### config.mk
export PLATFORM = sky130hd
export DESIGN_NAME = flappy_render
export DESIGN_NICKNAME = d
export VERILOG_FILES = /design/src/rtl/flappy_render.sv
export SDC_FILE = /design/constraint.sdc
export NUM_CORES = 2
export LEC_CHECK = 0
export ABC_AREA = 1
export CAP_MARGIN = 30
export CORE_MARGIN = 4
export CORE_UTILIZATION = 45
export DETAILED_ROUTE_END_ITERATION = 7
export PLACE_DENSITY = 0.64
export SETUP_SLACK_MARGIN = 0.05
export SLEW_MARGIN = 30
export SYNTH_ARGS = -nofsm -noshare
export SYNTH_HDL_FRONTEND = slang
export SYNTH_SLANG_ARGS = --single-unit
### constraint.sdc
create_clock -name clk -period 7.25 [get_ports clk]
set_input_delay 0.725 -clock clk [delete_from_list [all_inputs] [get_ports clk]]
set_output_delay 0.725 -clock clk [all_outputs]
set_load 0.005 [all_outputs]
### src/rtl/flappy_render.sv
// flappy_render -- 640x480@60 raster renderer for the flappy bird game.
//
// Scans a VGA raster from a 25 MHz pixel clock and paints sky, pipes and the
// bird from a per-frame snapshot of the game state. The snapshot is latched
// at the start of vertical blank so a frame never tears; frame_tick pulses in
// the first cycle that uses the fresh snapshot.
//
// Ports:
//   clk        pixel clock, one pixel per cycle
//   rst        synchronous active-high reset
//   bird_y     bird centre height (signed world units, 0 = bottom row)
//   x          scroll offset, 0..PIPE_GAP-1
//   seq        NUM_PIPES pipe gap centres (signed, 0 = no pipe)
//   state      0 idle, 1 running, 2 dead
//   hsync      horizontal sync, active low, registered
//   vsync      vertical sync, active low, registered
//   rgb        {R4,G4,B4}, zero outside the visible area, registered
//   frame_tick one-cycle pulse per frame, registered
//
// The raster geometry (active/front/sync/back for each axis) is exposed as
// parameters whose defaults give the standard 800x525 timing.

// Per-pipe hit test: is world point (col, hgt) inside the solid part of pipe
// IDX given the scroll offset and that pipe's gap centre?
module flappy_pipe_hit #(
    parameter int IDX        = 0,
    parameter int BIRD_COL   = 100,
    parameter int BIRD_SZ    = 15,
    parameter int PIPE_WIDTH = 60,
    parameter int PIPE_ALLOW = 45,
    parameter int PIPE_GAP   = 240
) (
    input  logic signed [31:0] col,
    input  logic signed [31:0] hgt,
    input  logic signed [31:0] scroll,
    input  logic signed [31:0] center,
    output logic               hit
);
    logic signed [31:0] left;
    logic               in_cols;
    logic               in_wall;

    // Edges that fall off either side of the screen need no special case:
    // the column compare simply never matches there.
    always_comb begin
        left    = BIRD_COL + BIRD_SZ + IDX * PIPE_GAP - scroll;
        in_cols = (col >= left) && (col <= left + PIPE_WIDTH - 1);
        in_wall = (hgt < center - PIPE_ALLOW) || (hgt >= center + PIPE_ALLOW);
        hit     = (center != 0) && in_cols && in_wall;
    end
endmodule

module flappy_render #(
    parameter int BIRD_SZ    = 15,
    parameter int PIPE_WIDTH = 60,
    parameter int PIPE_ALLOW = 45,
    parameter int PIPE_GAP   = 240,
    parameter int SKY        = 480,
    parameter int NUM_PIPES  = 5,
    parameter int BIRD_COL   = 100,
    parameter int H_ACTIVE   = 640,
    parameter int H_FRONT    = 16,
    parameter int H_SYNC     = 96,
    parameter int H_BACK     = 48,
    parameter int V_ACTIVE   = 480,
    parameter int V_FRONT    = 10,
    parameter int V_SYNC     = 2,
    parameter int V_BACK     = 33
) (
    input  logic                        clk,
    input  logic                        rst,
    input  logic signed [31:0]          bird_y,
    input  logic signed [31:0]          x,
    input  logic [NUM_PIPES-1:0][31:0]  seq,
    input  logic [31:0]                 state,
    output logic                        hsync,
    output logic                        vsync,
    output logic [11:0]                 rgb,
    output logic                        frame_tick
);
    localparam int H_TOTAL = H_ACTIVE + H_FRONT + H_SYNC + H_BACK;
    localparam int V_TOTAL = V_ACTIVE + V_FRONT + V_SYNC + V_BACK;
    localparam int HW      = $clog2(H_TOTAL);
    localparam int VW      = $clog2(V_TOTAL);
    localparam logic [HW-1:0] H_LAST = HW'(H_TOTAL - 1);
    localparam logic [VW-1:0] V_LAST = VW'(V_TOTAL - 1);
    localparam logic [VW-1:0] V_SNAP = VW'(V_ACTIVE);

    localparam logic [11:0] C_SKY  = 12'h4CF;
    localparam logic [11:0] C_PIPE = 12'h0A0;
    localparam logic [11:0] C_BIRD = 12'hFF0;
    localparam logic [11:0] C_DEAD = 12'hF00;

    logic [HW-1:0] hcount;
    logic [VW-1:0] vcount;

    // Snapshot of the game state, only ever read by the pixel logic.
    logic signed [31:0]         sh_bird_y;
    logic signed [31:0]         sh_x;
    logic [NUM_PIPES-1:0][31:0] sh_seq;
    logic [31:0]                sh_state;

    logic                       snap;
    logic signed [31:0]         col;
    logic signed [31:0]         row;
    logic signed [31:0]         hgt;
    logic                       visible;
    logic                       bird_hit;
    logic [NUM_PIPES-1:0]       pipe_hit;
    logic                       hs_low;
    logic                       vs_low;
    logic [11:0]                pix;

    // ------------------------------------------------------------------
    // Raster counters
    // ------------------------------------------------------------------
    always_ff @(posedge clk) begin
        if (rst) begin
            hcount <= '0;
            vcount <= '0;
        end else if (hcount == H_LAST) begin
            hcount <= '0;
            vcount <= (vcount == V_LAST) ? '0 : vcount + 1'b1;
        end else begin
            hcount <= hcount + 1'b1;
        end
    end

    // First pixel of vertical blank: the whole visible frame has been drawn.
    assign snap = (hcount == '0) && (vcount == V_SNAP);

    always_ff @(posedge clk) begin
        if (rst) begin
            sh_bird_y <= '0;
            sh_x      <= '0;
            sh_seq    <= '0;
            sh_state  <= '0;
        end else if (snap) begin
            sh_bird_y <= bird_y;
            sh_x      <= x;
            sh_seq    <= seq;
            sh_state  <= state;
        end
    end

    // ------------------------------------------------------------------
    // Pixel evaluation (current counters, shadow state)
    // ------------------------------------------------------------------
    assign col = {{(32 - HW){1'b0}}, hcount};
    assign row = {{(32 - VW){1'b0}}, vcount};
    assign hgt = SKY - 1 - row;

    genvar g;
    generate
        for (g = 0; g < NUM_PIPES; g++) begin : g_pipe
            flappy_pipe_hit #(
                .IDX        (g),
                .BIRD_COL   (BIRD_COL),
                .BIRD_SZ    (BIRD_SZ),
                .PIPE_WIDTH (PIPE_WIDTH),
                .PIPE_ALLOW (PIPE_ALLOW),
                .PIPE_GAP   (PIPE_GAP)
            ) u_hit (
                .col    (col),
                .hgt    (hgt),
                .scroll (sh_x),
                .center (sh_seq[g]),
                .hit    (pipe_hit[g])
            );
        end
    endgenerate

    always_comb begin
        visible  = (col < H_ACTIVE) && (row < V_ACTIVE);
        bird_hit = (col >= BIRD_COL - BIRD_SZ) && (col <= BIRD_COL + BIRD_SZ) &&
                   (hgt >= sh_bird_y - BIRD_SZ) && (hgt <= sh_bird_y + BIRD_SZ);
        hs_low   = (col >= H_ACTIVE + H_FRONT) && (col < H_ACTIVE + H_FRONT + H_SYNC);
        vs_low   = (row >= V_ACTIVE + V_FRONT) && (row < V_ACTIVE + V_FRONT + V_SYNC);

        pix = C_SKY;
        if (!visible)
            pix = 12'h000;
        else if (bird_hit)
            pix = (sh_state == 32'd2) ? C_DEAD : C_BIRD;
        else if (|pipe_hit)
            pix = C_PIPE;
    end

    // All outputs share one register stage so they stay aligned.
    always_ff @(posedge clk) begin
        if (rst) begin
            hsync      <= 1'b1;
            vsync      <= 1'b1;
            rgb        <= 12'h000;
            frame_tick <= 1'b0;
        end else begin
            hsync      <= !hs_low;
            vsync      <= !vs_low;
            rgb        <= pix;
            frame_tick <= snap;
        end
    end
endmodule

==> impl_metrics.json <==
{
  "finClkSkew_ns": 0.0347,
  "cts_tree": "done",
  "post_cts_resized": 0,
  "die_x_um": 288,
  "relSlewSlack_pct": 36.5,
  "synth_ff_type": "dfxtp_1",
  "htreeDepth": 2,
  "synth_cell_types": 65,
  "numCtsBuffers": 40,
  "start_util_pct": 45.5,
  "clkTransAtPathRegs_ns": 0.06,
  "status": "finished, final reports clean",
  "hp-start": "sh_state[26]",
  "setup_viol": 0,
  "gr-total-overflow": 0,
  "grt_pass1_wl_um": 193000,
  "met1_usage_pct": 38.8,
  "worst_slew_pin_slew_ns": 0.952,
  "grt_pass1_vias": 35160,
  "num_io_pins": 273,
  "synth_commonest_cells": "nand2_1 (1,244), nor2_1 (895), inv_1 (581)",
  "finalCritPeriodShare_pct": 74.7,
  "synth_top_area_share_pct": 16.4,
  "ir_drop_v": 0.000148,
  "rows": 102,
  "first_iter_violations": 2864,
  "tns_ns": 0,
  "startpoint_type": "register",
  "vias": 38035,
  "yosysWarnings": 0,
  "synth.ff_latch_count": 286,
  "avgSynthCellArea_um2": 6.26,
  "synth_area_mm2": 0.0353,
  "antenna_found_initial": 1,
  "grtUsageTotal_pct": 28.9,
  "clk_path_buf_depth": 3,
  "fillers": 8166,
  "grt_max_degree": 152,
  "path_class": "register to register",
  "io_buffers": 272,
  "grt_util_met2_pct": 48.7,
  "clk_latency_ns": 0.60,
  "slowest_delay_ns": 0.36,
  "postSynth.asyncResetShare_pct": 0,
  "syn_inst": 5641,
  "clkSinkCount": 286,
  "crit_start": "sh_seq[32]",
  "die_h_um": 288,
  "grt-busiest-layer": "met2",
  "first_pass_iters": 8,
  "place.gp.congestion": 1.05,
  "cp-end-kind": "register",
  "rsz0062_at_grt": "false",
  "arrival_ns": 5.88,
  "die-area_mm2": 0.0830,
  "drive_above_1_share_pct": 3.40,
  "hold_ws_ns": 0.475,
  "p_per_area_mw_per_mm2": 98.7,
  "wirelength_um": 125000,
  "drv_cap": 0,
  "synth.most_common_cell": "nand2_1",
  "ant_nets": 0,
  "coreArea_mm2": 0.0776,
  "grt_use_met3_pct": 2.53,
  "rr_startpoint": "sh_seq[32]",
  "drc": 0,
  "p_leak_nw": 20.2,
  "fin_crit_ns": 5.41,
  "worstPathRequired_ns": 7.72,
  "final_hold_viol_count": 0,
  "postCtsSetupBuffers": 0,
  "fmax_mhz": 185,
  "area_growth_syn_to_layout_pct": 14.3,
  "hold_class": "register to register",
  "avgViaCountPerCell": 5.51,
  "synth_area_leaders": "ha_1 (16%), dfxtp_1 (16%), nand2_1 (13%)",
  "yosys.area.top_type": "ha_1",
  "fin_nets": 6551,
  "slowest_stage": "dfxtp_1",
  "dp_hpwl_um": 97800,
  "hold_buffers": 0,
  "crit_top_cell": "nor2_1",
  "slew_viol_final": 0,
  "wl_per_cell_um": 18.0,
  "synth_nets": 6362,
  "ys_seq_area_share_pct": 16.2,
  "clockRootBuffer": "clkbuf_16",
  "synth_edf_count": 0,
  "cp_max_fo": 6
}
-- flip-flops by register name, indices dropped and copies added, names as in the netlist --
register and count:
sh_bird_y 32, vcount 10, vsync 1, hsync 1, rgb 7, sh_x 32
hcount 10, sh_seq 160, frame_tick 1, sh_state 32
-- cells in the final DEF (no fill, tap or decap), types with 4 or more instances in the layout --
master	netlist	routed
o21bai_1	9	9
nand3_1	434	434
inv_2	21	21
xnor2_1	7	6
xor2_1	366	365
bufinv_16	0	6
a21o_1	12	12
o211ai_1	14	14
a31oi_1	8	8
nor3_2	5	5
dfxtp_1	286	286
nor4_1	58	57
a21oi_1	256	256
a211o_1	4	4
a221oi_1	4	4
clkdlybuf4s50_1	0	271
nand2_1	1244	1244
o2111ai_1	4	4
clkbuf_8	0	7
nor3b_1	7	7
nand4_1	145	145
o31ai_1	5	5
nand3b_1	9	9
o21ai_1	5	5
ha_1	463	463
o221ai_1	9	9
clkinv_1	15	16
clkinv_2	1	5
nand2_2	14	14
o21ai_0	162	162
inv_1	581	578
nor2_1	895	894
clkbuf_16	0	41
o21a_1	13	13
nor3_1	126	126
nor2_2	30	31
nor2_4	14	14
a211oi_1	228	228
buf_4	16	22
clkbuf_1	107	8
-- power breakdown --
group / total, mW / switching (mW) / internal, mW
sequential: 1.58 / 0.00262 / 1.57
clock: 2.21 / 0.880 / 1.33
combinational: 0.197 / 0.0665 / 0.131
-- path summary, 6_finish.rpt --
| path | endpoint | slack (ns) | cells after the start |
|---|---|---|---|
| worst min register to register | sh_state[26] | 0.47 | 2 |
| worst max register to register | rgb[5] | 1.84 | 33 |
| worst min-delay path | sh_state[26] | 0.47 | 2 |
| worst max-delay path | rgb[5] | 1.84 | 33 |
-- area by class of cell --
class	instances	area (um^2)	share of cell area, %
multi-input combinational	4588	26600	66.0
tap	1040	1300	3.23
inverter	618	2330	5.78
timing repair buffer	296	2920	7.24
antenna	3	7.51	0.0186
clock buffer	55	1140	2.82
sequential	286	5730	14.2
clock inverter	18	299	0.741
-- critical path, delay by kind of cell (launching register included) --
family | cells | cell delay [ns]
flip-flops | 1 | 0.36
XOR/XNOR | 1 | 0.14
adder cells (fa/ha/maj) | 1 | 0.36
AO/OA/AOI/OAI | 2 | 0.42
buffers and inverters | 5 | 0.36
AND/OR/NAND/NOR | 24 | 3.63
-- per-stage QoR --
stage	instance area, um^2	total power [mW]	setup slack, ns	cells	util (%)
floorplan	35300	1.64	0.751	5641	-
global placement	38900	1.81	2.04	6828	50.1
detailed placement	38900	1.81	1.94	6828	50.1
CTS	40300	4.03	1.84	6901	52.0
global route	40300	4.08	0.995	6902	52.0
finish	40300	3.98	1.84	6904	52.0
-- routing by layer --
metal / share of wire [%] / routed length (um)
met2: 46 / 57100
met4: 3.6 / 4530
met5: 0 / 0
met3: 5.6 / 7020
met1: 45 / 55900
-- cell families (layout without fill, tap and decap cells) --
family,count (synthesis),in the layout,synth area share (%)
AO/OA/AOI/OAI,747,747,13.0
XOR/XNOR,375,375,9.35
adder cells (fa/ha/maj),463,463,16.4
buffers and inverters,767,987,8.45
flip-flops,286,286,16.2
multiplexers,1,1,0.0284
other,0,3,0
AND/OR/NAND/NOR,3002,3002,36.6
Note: power is estimated with default switching activity, not from simulation.
